==> config.mk <==
export PLATFORM = sky130hd
export DESIGN_NAME = apb_master_bridge
export DESIGN_NICKNAME = d
export VERILOG_FILES = /design/src/rtl/apb_master_bridge.sv
export SDC_FILE = /design/constraint.sdc
export NUM_CORES = 1
export LEC_CHECK = 0
export CAP_MARGIN = 15
export CORE_MARGIN = 5
export CORE_UTILIZATION = 43
export DETAILED_ROUTE_END_ITERATION = 8
export GPL_TIMING_DRIVEN = 0
export PLACE_DENSITY = 0.82
export SLEW_MARGIN = 20
export SYNTH_ARGS = -nofsm -noshare
export SYNTH_HDL_FRONTEND = slang
export SYNTH_SLANG_ARGS = --single-unit
export TNS_END_PERCENT = 10
==> constraint.sdc <==
create_clock -name pclk -period 3.02 [get_ports pclk]
set_input_delay 0.302 -clock pclk [delete_from_list [all_inputs] [get_ports pclk]]
set_output_delay 0.302 -clock pclk [all_outputs]
set_load 0.01 [all_outputs]
==> src/rtl/apb_master_bridge.sv <==
// APB requester: one SETUP->ACCESS transfer per accepted command, response on a one-cycle strobe.
// Optional ACCESS wait-state timeout enabled by defining APB_MASTER_TIMEOUT_EN.
module apb_master_bridge #(
   parameter int ADDR_W  = 8,
   parameter int DATA_W  = 8,
   parameter int TIMEOUT = 16
) (
   input  logic              pclk,
   input  logic              prst,
   input  logic              cmd_valid,
   output logic              cmd_ready,
   input  logic              cmd_write,
   input  logic [ADDR_W-1:0] cmd_addr,
   input  logic [DATA_W-1:0] cmd_wdata,
   output logic              rsp_valid,
   output logic [DATA_W-1:0] rsp_rdata,
   output logic              rsp_err,
   output logic              psel,
   output logic              pen,
   output logic              pwrite,
   output logic [ADDR_W-1:0] paddr,
   output logic [DATA_W-1:0] pwdata,
   input  logic              pready,
   input  logic [DATA_W-1:0] prdata
);

   typedef enum logic [1:0] {
      IDLE   = 2'd0,
      SETUP  = 2'd1,
      ACCESS = 2'd2
   } state_t;

   state_t state, state_nxt;
   logic   accept;
   logic   done;
   logic   abort;
   logic   timeout_hit;

   if (TIMEOUT < 1) begin : g_bad_timeout
      $error("apb_master_bridge: TIMEOUT must be >= 1");
   end

`ifdef APB_MASTER_TIMEOUT_EN
   localparam int CW = (TIMEOUT > 1) ? $clog2(TIMEOUT) : 1;

   logic [CW-1:0] wait_cnt;

   // Held at zero outside ACCESS so every transfer starts its count fresh.
   always_ff @(posedge pclk or negedge prst) begin
      if (!prst) begin
         wait_cnt <= '0;
      end else if (state != ACCESS) begin
         wait_cnt <= '0;
      end else if (!pready) begin
         wait_cnt <= wait_cnt + CW'(1);
      end
   end

   assign timeout_hit = (wait_cnt == CW'(TIMEOUT - 1));
`else
   assign timeout_hit = 1'b0;
`endif

   always_ff @(posedge pclk or negedge prst) begin
      if (!prst) begin
         state <= IDLE;
      end else begin
         state <= state_nxt;
      end
   end

   always_comb begin
      state_nxt = state;
      accept    = 1'b0;
      done      = 1'b0;
      abort     = 1'b0;
      case (state)
         IDLE: begin
            if (cmd_valid && cmd_ready) begin
               accept    = 1'b1;
               state_nxt = SETUP;
            end
         end
         SETUP: begin
            state_nxt = ACCESS;
         end
         ACCESS: begin
            // pready at the final timeout edge still counts as a normal completion.
            if (pready) begin
               done      = 1'b1;
               state_nxt = IDLE;
            end else if (timeout_hit) begin
               abort     = 1'b1;
               state_nxt = IDLE;
            end
         end
         default: begin
            state_nxt = IDLE;
         end
      endcase
   end

   always_ff @(posedge pclk or negedge prst) begin
      if (!prst) begin
         cmd_ready <= 1'b1;
         psel      <= 1'b0;
         pen       <= 1'b0;
         pwrite    <= 1'b0;
         paddr     <= '0;
         pwdata    <= '0;
         rsp_valid <= 1'b0;
         rsp_rdata <= '0;
         rsp_err   <= 1'b0;
      end else begin
         cmd_ready <= (state_nxt == IDLE);
         psel      <= (state_nxt != IDLE);
         pen       <= (state_nxt == ACCESS);
         rsp_valid <= done | abort;
         if (accept) begin
            pwrite <= cmd_write;
            paddr  <= cmd_addr;
            pwdata <= cmd_wdata;
         end
         if (done) begin
            rsp_rdata <= pwrite ? '0 : prdata;
            rsp_err   <= 1'b0;
         end else if (abort) begin
            rsp_rdata <= '0;
            rsp_err   <= 1'b1;
         end
      end
   end

endmodule

==> results of run 1 <==
-- how the worst min path moves through the flow --
stage | start | end | slack (ns) | depth (start not counted)
final | prst | pwdata[5] | -0.005 | 1
after global routing | prst | pwdata[3] | 0.04 | 1
after CTS | prst | pwdata[3] | 0.008 | 1
after detailed placement | prst | pwdata[3] | 0.38 | 1
after global placement | rsp_rdata[7] | rsp_rdata[7] | 0.49 | 1
after floorplan | prst | paddr[0] | 0.006 | 0
-- registers in the layout, summed over array words and instances, names as in the netlist --
| name | cells |
|---|---|
| psel | 1 |
| rsp_valid | 1 |
| state | 2 |
| pen | 1 |
| paddr | 8 |
| rsp_rdata | 8 |
| pwrite | 1 |
| pwdata | 8 |
| cmd_ready | 1 |
-- through the flow --
step | total power, mW | area (um2) | utilization, %
6_report | 1.95 | 1920 | 69.6
5_1_grt | 2.07 | 1920 | 69.6
4_1_cts | 1.98 | 1920 | 69.6
3_5_place_dp | 1.70 | 1850 | 67.1
3_3_place_gp | 1.67 | 1850 | 67.2
2_1_floorplan | 1.20 | 1240 | -
-- cell families after synthesis --
group | after synthesis | synth area share [%]
DFF | 31 | 62.4
muxes | 25 | 25.3
and+or+nand+nor | 11 | 6.23
AOI/OAI and AO/OA | 5 | 2.21
buffers and inverters | 5 | 3.52
other | 1 | 0.301
-- power breakdown --
part	leakage (nW)	total [mW]	switching (mW)	internal (mW)
logic	0.420	0.927	0.311	0.615
clock network	0.0386	0.273	0.136	0.137
registers	0.378	0.748	0.126	0.623
-- cell type report --
type | count | area (um2)
Tap cell | 31 | 38.8
Timing Repair Buffer | 57 | 566
Fill cell | 204 | 840
Inverter | 1 | 3.75
Buffer | 4 | 40.0
Clock buffer | 8 | 68.8
Multi-Input combinational cell | 42 | 424
Sequential cell | 31 | 777
-- routing by layer --
layer / track usage (%) / wire length [um]
met1: 16.8 / 1140
met2: 21.7 / 1290
met3: 6.13 / 182
met4: 8.57 / 57
met5: 0 / 0
-- layout by cell type (no fill, tap or decap), drive strengths merged --
master	Yosys	routed
or3b	1	1
clkbuf	0	8
and3b	1	1
nor4bb	1	1
mux2	25	25
o21ai	3	3
dfstp	1	1
clkdlybuf4s50	0	56
dfrtp	30	30
nor2b	8	8
buf	4	5
conb	1	1
o21a	1	1
a21oi	1	1
inv	1	1
==> results.md, run 1 <==
- Worst Path Required: 2.72 ns
- Vias/cell: 4.80
- Die span in y: approximately 64 um
- R2R Setup Slk: 1.43 ns
- Final worst path period need: 1.75 ns
- Most frequent cell after synthesis: dfrtp_1
- Clk_skew: 0.00861 ns
- Post-cts hold buffer count: 0
- RD Place Congestion: 0.777
- Clock Path Buffers: 2
- First-pass GRT wire length: approximately 4.4 mm
- Crit. Startpoint: pwrite
- Fmax: ~570 MHz
- DRC: 0
- Final setup viols: 0
- Power per Cell Area: 1020 nW/um2
- DRT iter0 DRCs: 18
- Antenna cell count: 0
- Number of setup buffers added after CTS: 0
- Cell family with most CP delay: buffers and inverters
- Fin Hold WS: -0.00470 ns
- Critical path class: reg -> out
- Max VDD drop: 0.000808 V
- CTS Buf Count: 5
- End point of the critical path: pwrite
- WL/cell: 15.3 um
- DIE WIDTH: 63.8 um
- Port bufs: 57
- Static Leak: about 0.84 nW
- Place WS: 1.10 ns
- CTS tree: done
- Max_cap viols: 0
- Worst-Skew Late Latency: between 0.3 and 0.4 ns
- Core Footprint: between 2000 and 3000 um2
- Worst R2R End: pwdata[2]
- Vias after detailed routing: 835
- Post-synth top flop: dfrtp_1
- Synth Instances: 78
- H-tree depth: 2
- Post-synth EDFFs: 0
- CP max stage delay: 0.60 ns
- Final ANT Viol Nets: 0
- Arrival time worst endpoint: ~1.5 ns
- Ys async rst share: 100%
- Io pins: 59
- Synth warn: 0
- Die area: 4070 um2
- Max FO, Critical Path: 10
- Final count of hold timing violations: 9
- Area fraction of the dominant cell type after synthesis: roughly three fifths
- Largest net degree at the start of global routing: 32
- Grt total ovfl: 0
- Worst Tran Pin Value: 0.676 ns
- WP depth: 1
- Max-slew headroom: 54.9%
- Syn Area/Cell: 16.0 um2
- Syn_nets: 107
- Distinct cells, synth: 16
- Drt first pass iters: 2
- Layout cells sized above 1: 27.3%
- DPL Wire Length: 2.03 mm
- GRT Resource Usage Total: 14.3%
- Number of global-route vias before repair: 895
- Seq/Total Area, Yosys: between 60% and 70%
- Run status: complete, but fails checks
- Syn Std Cell Area: between 1000 and 1500 um2
- Buffers & Inverters on Critical Path: 1
- Max-slew violations: 0
- Setup WS post-layout: approximately 1.3 ns
- Nets: ~170
- Crit. End Element: output port
- Placed cell count: around 170
- WL final: 2.67 mm
- Clk root buf: clkbuf_4
- Cts repair resizes: 0
- Worst Hold Class: in -> async
- Failing checks: negative hold slack
- Clk slew on worst S/H paths: roughly 0.1 ns
- Slowest CP cell: clkdlybuf4s50_1
- Synthesized flop and latch total: 31
- Setup TNS Final: 0 ns
- Starting density of the core: 45.1%
- Synth area leader: dfrtp_1
- Commonest cells post-synth: 30 x dfrtp_1, 16 x mux2_2, 9 x mux2_4, 8 x nor2b_1, 3 x o21ai_0
- Row Count: 19
- Area grow syn2layout: 54.1%
- Fin crit share: between 50 and 60%
- Initial antenna violation count: 0
- Clock Sinks: 31
- Critical path, cell by cell: clkdlybuf4s50_1
- CP Launch Type: register
- Worst r2r src: cmd_ready
- R2R cell count: 4
- Synth top area cells: dfrtp_1 60%, mux2_2 14%, mux2_4 11%, nor2b_1 4.0%, dfstp_2 2.1%
- Finished Layout Cells: between 150 and 200
- RSZ-0062 raised after global routing: false
Power figures use the tool's default switching activity.
==> run 2: changes to the inputs <==
--- a/config.mk
+++ b/config.mk
@@ -7,10 +7,10 @@
 export LEC_CHECK = 0
 export CAP_MARGIN = 15
 export CORE_MARGIN = 5
-export CORE_UTILIZATION = 43
+export CORE_UTILIZATION = 40
 export DETAILED_ROUTE_END_ITERATION = 8
 export GPL_TIMING_DRIVEN = 0
-export PLACE_DENSITY = 0.82
+export PLACE_DENSITY = 0.77
 export SLEW_MARGIN = 20
 export SYNTH_ARGS = -nofsm -noshare
 export SYNTH_HDL_FRONTEND = slang
==> constraint.sdc (replaced) <==
create_clock -name pclk -period 1.75 [get_ports pclk]
set_input_delay 0.175 -clock pclk [delete_from_list [all_inputs] [get_ports pclk]]
set_output_delay 0.175 -clock pclk [all_outputs]
set_load 0.01 [all_outputs]
==> results.md, run 2 (synthesized netlist as in run 1, its figures left out) <==
- Clk slew on worst S/H paths: 0.09 ns
- Fin Hold WS: 0.409 ns
- Die span in y: 65.8 um
- Crit. Startpoint: cmd_ready
- First-pass GRT wire length: 4.38 mm
- Met2 routed WL: 1.22 mm
- CP Launch Type: register
- Clk root buf: clkbuf_4
- Final Util: 64.2%
- Placed cell count: 179
- Core Footprint: just over 3000 um2
- RD Place Congestion: 0.656
- Clock Sinks: 31
- Worst Tran Pin Value: 0.647 ns
- Final setup viols: 0
- Die area: 4330 um2
- Nets: approximately 170
- Drt first pass iters: 5
- H-tree depth: 2
- Clock Path Buffers: 2
- Register area: 777 um2
- RSZ-0062 raised after global routing: false
- Max VDD drop: 0.000894 V
- Max_cap viols: 0
- Max-slew violations: 0
- Worst Path Required: 1.95 ns
- CTS Buf Count: 5
- Routed length on met1: 1.10 mm
- Power per Cell Area: 1730 nW/um2
- DRC: 0
- Largest registers: paddr (8), pwdata (8), rsp_rdata (8)
- Worst Hold Class: in -> async
- DIE WIDTH: approximately 66 um
- Final count of hold timing violations: 0
- Total chip power: 3.36 mW
- Antenna cell count: 0
- Critical path class: reg -> reg
- Grt total ovfl: 0
- Initial antenna violation count: 0
- Highest Signal Layer: met3
- WL final: 2.63 mm
- Number of global-route vias before repair: between 900 and 1000
- Crit. End Element: register
- DPL Wire Length: 2.00 mm
- Max FO, Critical Path: 10
- Arrival time worst endpoint: 1.81 ns
- Final ANT Viol Nets: 0
- CTS tree: done
- Most common cell after layout, fill and taps aside: clkdlybuf4s50_1
- Vias after detailed routing: approximately 850
- Max-slew headroom: 56.9%
- Io pins: 59
- Area grow syn2layout: 56.2%
- Most frequent cells in the layout: 56 x clkdlybuf4s50_1, 30 x dfrtp_1, 16 x mux2_2
- Worst r2r src: cmd_ready
- Number of setup buffers added after CTS: 0
- WL/cell: 14.0 um
- Static Leak: 0.840 nW
- Vias/cell: roughly 4.5
- Largest net degree at the start of global routing: 32
- Worst-Skew Late Latency: 0.31 ns
- Fmax: 622 MHz
- Run status: complete, no violations
- Area of the multi-input gates: 424 um2
- DRT iter0 DRCs: 21
- Setup TNS Final: 0 ns
- Port bufs: 57
- Fin crit share: 91.8%
- Layout cells sized above 1: 27.1%
- GRT Resource Usage Total: 13.5%
- Clk_skew: 0.00627 ns
- R2R cell count: 4
- Row Count: 20
- Met3 WL: 307 um
- Final worst path period need: 1.61 ns
- Filler cell count: 243
- Starting density of the core: 41.1%
- Finished Layout Cells: 188
run 2: changes by cell type in the layout (fill, tap and decap cells not counted):
| cell | delta |
|---|---|
| dlygate4sd3_1 | +1 |
run 2: metal layers:
layer | global-route usage [%] | vias up
li1 | - | 394
met1 | 14.5 | 399
met2 | 22.7 | 52
met3 | 6.63 | 0
met4 | 5.44 | 0
met5 | 0 | -
run 2: critical path, stage by stage, from the launching register on:
cell,delay (ns)
dfstp_2,0.55
nor4bb_1,0.24
buf_4,0.25
buf_12,0.16
mux2_4,0.30
run 2: layout make-up:
class,instances,share of cell area [%]
inverters,1,0.193
clock buffers,8,3.54
plain buffers,4,2.06
well taps,44,2.83
flip-flops and latches,31,40.0
repair buffers,58,29.6
multi-input cells,42,21.8
run 2: path summary, 6_finish.rpt:
check                                to  slack [ns]
max                           pwdata[6]        0.14
min                        rsp_rdata[5]        0.41
max reg2reg                   pwdata[6]        0.14
min reg2reg                rsp_rdata[4]        0.51
max in group asynchronous  rsp_rdata[3]        0.91
min in group pclk              paddr[3]        0.46
run 2: what timing repair did:
action	4_1_cts	5_1_grt
hold buffers	1	0
endpoints found under the setup margin	0	0
gates resized for setup	0	0
hold endpoints to repair	30	0
run 2: power breakdown:
part | switching (mW) | leakage (nW) | internal (mW)
Combinational | 0.540 | 0.424 | 1.06
Sequential | 0.225 | 0.378 | 1.08
Clock | 0.223 | 0.0386 | 0.236
Total | 0.988 | 0.840 | 2.37
run 2: metrics by stage:
step,worst slack [ns],instance area (um2)
after floorplan,0.250,1240
after global placement,-0.0421,1870
after detailed placement,-0.0751,1870
after CTS,0.103,1940
after global routing,0.0520,1940
final,0.143,1940
